--- config.mk ---
export PLATFORM = sky130hd
export DESIGN_NAME = din_debounce_sync
export DESIGN_NICKNAME = d
export VERILOG_FILES = /design/src/rtl/din_debounce_sync.sv
export SDC_FILE = /design/constraint.sdc
export NUM_CORES = 1
export LEC_CHECK = 0
export ABC_CLOCK_PERIOD_IN_PS = 1200
export CORE_MARGIN = 2
export CORE_UTILIZATION = 43
export DETAILED_ROUTE_END_ITERATION = 12
export GPL_TIMING_DRIVEN = 1
export PLACE_DENSITY = 0.71
export SLEW_MARGIN = 20
export SYNTH_ARGS = -nofsm -noshare
export SYNTH_HDL_FRONTEND = slang
export SYNTH_SLANG_ARGS = --single-unit
--- constraint.sdc ---
create_clock -name clk -period 1.2 [get_ports clk]
set_input_delay 0.18 -clock clk [delete_from_list [all_inputs] [get_ports clk]]
set_output_delay 0.18 -clock clk [all_outputs]
set_load 0.01 [all_outputs]
--- src/rtl/din_debounce_sync.sv ---
// -----------------------------------------------------------------------------
// din_debounce_sync
//   Conditions a raw asynchronous 1-bit input for the downstream positive edge
//   detector. The input passes through a plain flop synchroniser. A new level is
//   only forwarded to dout once the synchronised value has differed from dout
//   for DEBOUNCE_CYCLES consecutive clocks. A change that reverts before then
//   counts as a glitch in a saturating debug counter.
//
// Ports
//   clk         rising-edge clock
//   reset       synchronous, active-high reset (overrides everything)
//   din_async   raw asynchronous input
//   glitch_clr  synchronous clear of glitch_cnt (wins over a coincident glitch)
//   dout        clean, debounced level (registered)
//   busy        a candidate level change is being qualified (registered)
//   glitch_cnt  number of rejected transitions, saturating at all-ones
// -----------------------------------------------------------------------------
module din_debounce_sync #(
   parameter int   SYNC_STAGES     = 2,     // legal >= 2
   parameter int   DEBOUNCE_CYCLES = 4,     // legal >= 1
   parameter logic RESET_VAL       = 1'b0,
   parameter int   GLITCH_W        = 8
) (
   input  logic                clk,
   input  logic                reset,
   input  logic                din_async,
   input  logic                glitch_clr,
   output logic                dout,
   output logic                busy,
   output logic [GLITCH_W-1:0] glitch_cnt
);

   localparam int              CNT_W    = $clog2(DEBOUNCE_CYCLES + 1);
   localparam logic [CNT_W-1:0] CNT_LAST = CNT_W'(DEBOUNCE_CYCLES - 1);

   typedef enum logic {
      STABLE  = 1'b0,
      PENDING = 1'b1
   } state_t;

   state_t                 state;
   logic [SYNC_STAGES-1:0] sync_q;
   logic [CNT_W-1:0]       cnt;
   logic                   sync_out;
   logic                   glitch_evt;

   assign sync_out   = sync_q[SYNC_STAGES-1];
   // A pending change that falls back to the current dout level is a glitch.
   assign glitch_evt = (state == PENDING) && (sync_out == dout);

   // Synchroniser: a bare shift of flops, nothing between stages, so the first
   // flop has a full cycle to resolve metastability.
   // NOTE: sequential state uses non-blocking assignments so every flop samples
   // its pre-edge inputs regardless of statement order.
   always_ff @(posedge clk) begin
      if (reset) begin
         sync_q <= {SYNC_STAGES{RESET_VAL}};
      end else begin
         sync_q <= {sync_q[SYNC_STAGES-2:0], din_async};
      end
   end

   // Qualification FSM. busy is written alongside state so it always equals
   // (state == PENDING) after the edge.
   always_ff @(posedge clk) begin
      if (reset) begin
         state      <= STABLE;
         cnt        <= '0;
         busy       <= 1'b0;
         dout       <= RESET_VAL;
         glitch_cnt <= '0;
      end else begin
         case (state)
            STABLE: begin
               cnt <= '0;
               if (sync_out != dout) begin
                  if (DEBOUNCE_CYCLES == 1) begin
                     // Single-cycle qualification: accept immediately.
                     dout <= sync_out;
                  end else begin
                     state <= PENDING;
                     cnt   <= CNT_W'(1);
                     busy  <= 1'b1;
                  end
               end
            end

            PENDING: begin
               if (sync_out == dout) begin
                  state <= STABLE;
                  cnt   <= '0;
                  busy  <= 1'b0;
               end else if (cnt == CNT_LAST) begin
                  dout  <= sync_out;
                  state <= STABLE;
                  cnt   <= '0;
                  busy  <= 1'b0;
               end else begin
                  cnt <= cnt + CNT_W'(1);
               end
            end

            default: begin
               state <= STABLE;
               cnt   <= '0;
               busy  <= 1'b0;
            end
         endcase

         if (glitch_clr) begin
            glitch_cnt <= '0;
         end else if (glitch_evt && (glitch_cnt != {GLITCH_W{1'b1}})) begin
            glitch_cnt <= glitch_cnt + GLITCH_W'(1);
         end
      end
   end

endmodule

Word level (Yosys, flattened, before mapping). Cells that the tools add are included.

Flip-flop bits (word level): 16. Input port bits: 4. Output and inout port bits: 10. Logic and storage cells: 33.

Add/subtract/negate cells: 2. Equality and inequality tests: 6. Multiplexer cells: 12. Bitwise gates (word level): 2. Reductions and logical operators: 5.

Operators by type and width (count): adder 8 x 1 -> 8 bit (second input constant) (1); != test 8 bit (second input constant) (1); 2-to-1 mux 1 bit (7); 2-to-1 mux 3 bit (2); case mux 3 bit (2 select lines) (1); case mux 1 bit (2 select lines) (2); adder 3 x 1 -> 3 bit (second input constant) (1); equality test 3 x 2 -> 1 bit (second input constant) (1); != test 3 x 1 -> 1 bit (second input constant) (1); AND reduction 3 bit (1); logical AND 1 bit (2); != test 2 bit (second input constant) (1); inverter 1 bit (2); AND reduction 2 bit (1); OR reduction 2 bit (1); equality test 1 bit (1); != test 1 bit (1).

Longest topological paths before layout.
Depth in word-level cells: 4. Gate-level depth with buffers: 5. Gate-level depth less buffers: 5.

Worst setup path after synthesis. No wires, ideal clock.

Path type: reg-to-reg. From: reg dout. To: reg glitch_cnt[5]. Setup time: 0.091 ns. Data arrival time: 1.238 ns. Data required time: 1.109 ns. Path slack: -0.129 ns. Cell stages (with the launch flop): 6. Path buffers: 1. Clock period less this slack: 1.329 ns. Cell sequence: dfxtp_1 > xnor2_4 > and3_1 > buf_4 > a31oi_1 > a311oi_1.

Longest elaborated chain between the ends: 3.

RTL lines: start: declaration (RTL line 28) `output logic dout,`; start signal: assignment (RTL line 79) `dout <= sync_out;`; start signal: assignment (RTL line 94) `dout <= sync_out;`; equality test 1 bit (RTL line 49) `assign glitch_evt = (state == PENDING) && (sync_out == dout);`; logical AND 1 bit (RTL line 49); logical AND 1 bit (RTL line 112) `end else if (glitch_evt && (glitch_cnt != {GLITCH_W{1'b1}})) begin`; end signal: assignment (RTL line 113) `glitch_cnt <= glitch_cnt + GLITCH_W'(1);`; end: declaration (RTL line 30) `output logic [GLITCH_W-1:0] glitch_cnt`.

Every way passes these cells. A chain may end at the register's enable or synchronous reset.

Worst setup path after layout. Ends and elaborated chain as after synthesis.

==> results.json <==
{
  "status": "finished, violations left",
  "failed_checks": "negative setup slack",
  "grt_max_degree": 10,
  "worst_setup_path_end_kind": "register",
  "synth_top_cell_area_share": 0.448,
  "mostFrequentLayoutCell": "buf_4",
  "finalCriticalPeriod_ns": 1.28,
  "min_path_type": "primary input to register",
  "required_ns": 1.39,
  "dieArea_mm2": 0.00200,
  "placement_rows": 14,
  "cp_cell_sequence": "xnor2_4, and3_4, a31oi_1, a311oi_1",
  "antenna_cells": 0,
  "fillers": 125,
  "tightest_slew_ns": 0.307,
  "pin_count": 14,
  "coreArea_mm2": 0.00152,
  "whs_ns": 0.431,
  "hold_viol": 0,
  "nNetsFinal": 110,
  "dpl_cell_area_um2": 983,
  "port_buffers": 13,
  "critPathArrivalTime_ns": 1.47,
  "drt_first_pass_iters": 4,
  "final_cell_mix": "buf_4 (13), dfxtp_1 (8), dlygate4sd2_1 (8)",
  "ys_types": 30,
  "path_clk_slew_ns": 0.10,
  "yosysTopAreaCell": "dfxtp_1",
  "drt_iter0_drc": 6,
  "wl_per_cell_um": 14.7,
  "stdcell_count": 118,
  "vdd.ir_drop.worst_v": 0.000600,
  "power_w": 0.000959,
  "cts_tree": "yes",
  "critPathLaunchType": "register",
  "vias": 653,
  "slew_headroom": 0.795,
  "vias_per_cell": 5.53,
  "cp-startpoint": "dout",
  "worst_slack_ns": -0.0834,
  "rr_startpoint": "dout",
  "gr-total-overflow": 0,
  "rsz0062_at_grt": "true",
  "clockBufferDepth": 2,
  "dp.final_hpwl_um": 1150,
  "path_class": "register to register",
  "hold_start": "din_async",
  "synth_flop_cell": "dfxtp_1",
  "grt_pass1_vias": 609,
  "synth_edf_count": 0,
  "placed_cells": 113,
  "maxCapViolCount": 0,
  "setup_viol": 6,
  "antenna_left": 0,
  "seq_area_frac_synth": 0.448,
  "syn_nets": 81,
  "r2r_setup_slack_ns": -0.08,
  "gp_congestion": 0.735,
  "grt_util_all_layers": 0.188,
  "yosys-top-cells-area": "dfxtp_1 (45%), ha_1 (5.3%), xnor2_4 (3.9%)",
  "avgSynthCellArea_um2": 9.65,
  "path_max_fanout": 6,
  "synthCells": 74,
  "critical-path-max-stage-delay_ns": 0.38,
  "htree_levels": 1,
  "ys_warn_count": 0,
  "initial_core_util": 0.469,
  "max_freq_mhz": 779,
  "die_height_um": 44.8,
  "clockRootBuffer": "clkbuf_4",
  "chipWidth_um": 44.8,
  "power.density_mw_per_mm2": 878,
  "fin_skew_ns": 0.00682,
  "clock-sinks": 16,
  "syn_area_um2": 714,
  "grt_pass1_wl_um": 2710,
  "slew_violations": 0,
  "p_leak_nw": 0.457,
  "syn_to_final_growth_pct": 52.9,
  "slowest_stage": "dfxtp_4",
  "place_ws_ns": -0.142,
  "stdcell_area_mm2": 0.00109,
  "routed_wl_um": 1730,
  "async_flop_share": 0,
  "antenna_found_initial": 0,
  "drive_gt1_frac": 0.451,
  "period_share": 1.07,
  "ys_ff_latch": 16,
  "insertion_delay_ns": 0.29,
  "cts-buffers-inserted": 3,
  "remaining_drc_errors": 0
}
per-layer routing:
| metal | GRT usage | routed length (um) |
|---|---|---|
| met1 | 0.242 | 753 |
| met2 | 0.310 | 849 |
| met3 | 0.0240 | 92 |
| met4 | 0.0909 | 34 |
| met5 | 0 | 0 |
critical path: cells and delay by family, from the launching register on:
family / cells / cell delay [ns]
flip-flops: 1 / 0.38
AO/OA/AOI/OAI: 2 / 0.33
AND/OR/NAND/NOR: 1 / 0.25
XOR/XNOR: 1 / 0.22
state kept, by name, indices dropped and copies added (netlist names):
signal	cells
busy	1
cnt	3
dout	1
glitch_cnt	8
state	1
sync_q	2
stage by stage:
| step | TNS (ns) | utilization |
|---|---|---|
| after floorplan | -0.0836 | - |
| after global placement | -0.504 | 0.645 |
| after detailed placement | -0.630 | 0.645 |
| after CTS | -0.0450 | 0.683 |
| after global routing | -0.543 | 0.717 |
| final | -0.268 | 0.717 |
synth_stat cells (all sizes together), types with 2 or more instances:
cell type	instances
a211oi	3
and3	3
nand4	2
o21ai	2
a31oi	2
ha	3
a21oi	3
dfxtp	16
nor2b	2
nand3	4
nor2	6
nand2	4
buf	2
a311oi	2
nor3	3
and2	4
inv	3
cell type report:
| cell class | count | area (um2) | share of cell area |
|---|---|---|---|
| clock buffer | 4 | 36.3 | 0.0332 |
| inverter | 3 | 11.3 | 0.0103 |
| multi-input combinational | 52 | 463 | 0.424 |
| sequential | 16 | 343 | 0.314 |
| tap | 16 | 20.0 | 0.0183 |
| timing repair buffer | 27 | 219 | 0.200 |
cell families (layout without fill, tap and decap cells):
logic type / count (synthesis) / after routing / share of synthesized area
fa+ha+maj: 3 / 3 / 0.0525
simple gates: 32 / 32 / 0.252
flops: 16 / 16 / 0.448
buf+inv: 6 / 34 / 0.0368
mux: 1 / 1 / 0.0140
xor+xnor: 2 / 2 / 0.0508
compound gates: 14 / 14 / 0.145
worst paths after layout:
| check | to | depth (start not counted) |
|---|---|---|
| min reg2reg | sync_q[1] | 1 |
| min | sync_q[0] | 2 |
| max reg2reg | glitch_cnt[5] | 4 |
| max | glitch_cnt[5] | 4 |
what timing repair did:
item                                    CTS  global route
endpoints found under the setup margin   17            14
cloned                                    0             0
endpoints found under the hold margin     0             0
pin swaps                                 2            11
resized for setup                        22            15
hold buffers                              0             0
buffers inserted                          0             1
where the power goes:
group          internal [W]  switching (W)   total, W  leakage (nW)
Clock              0.000185       0.000181   0.000365        0.0210
Combinational     0.0000352      0.0000254  0.0000607         0.301
Sequential         0.000527     0.00000586   0.000533         0.135
Total              0.000747       0.000212   0.000959         0.457
No activity file was read; power rests on OpenSTA's default activity.
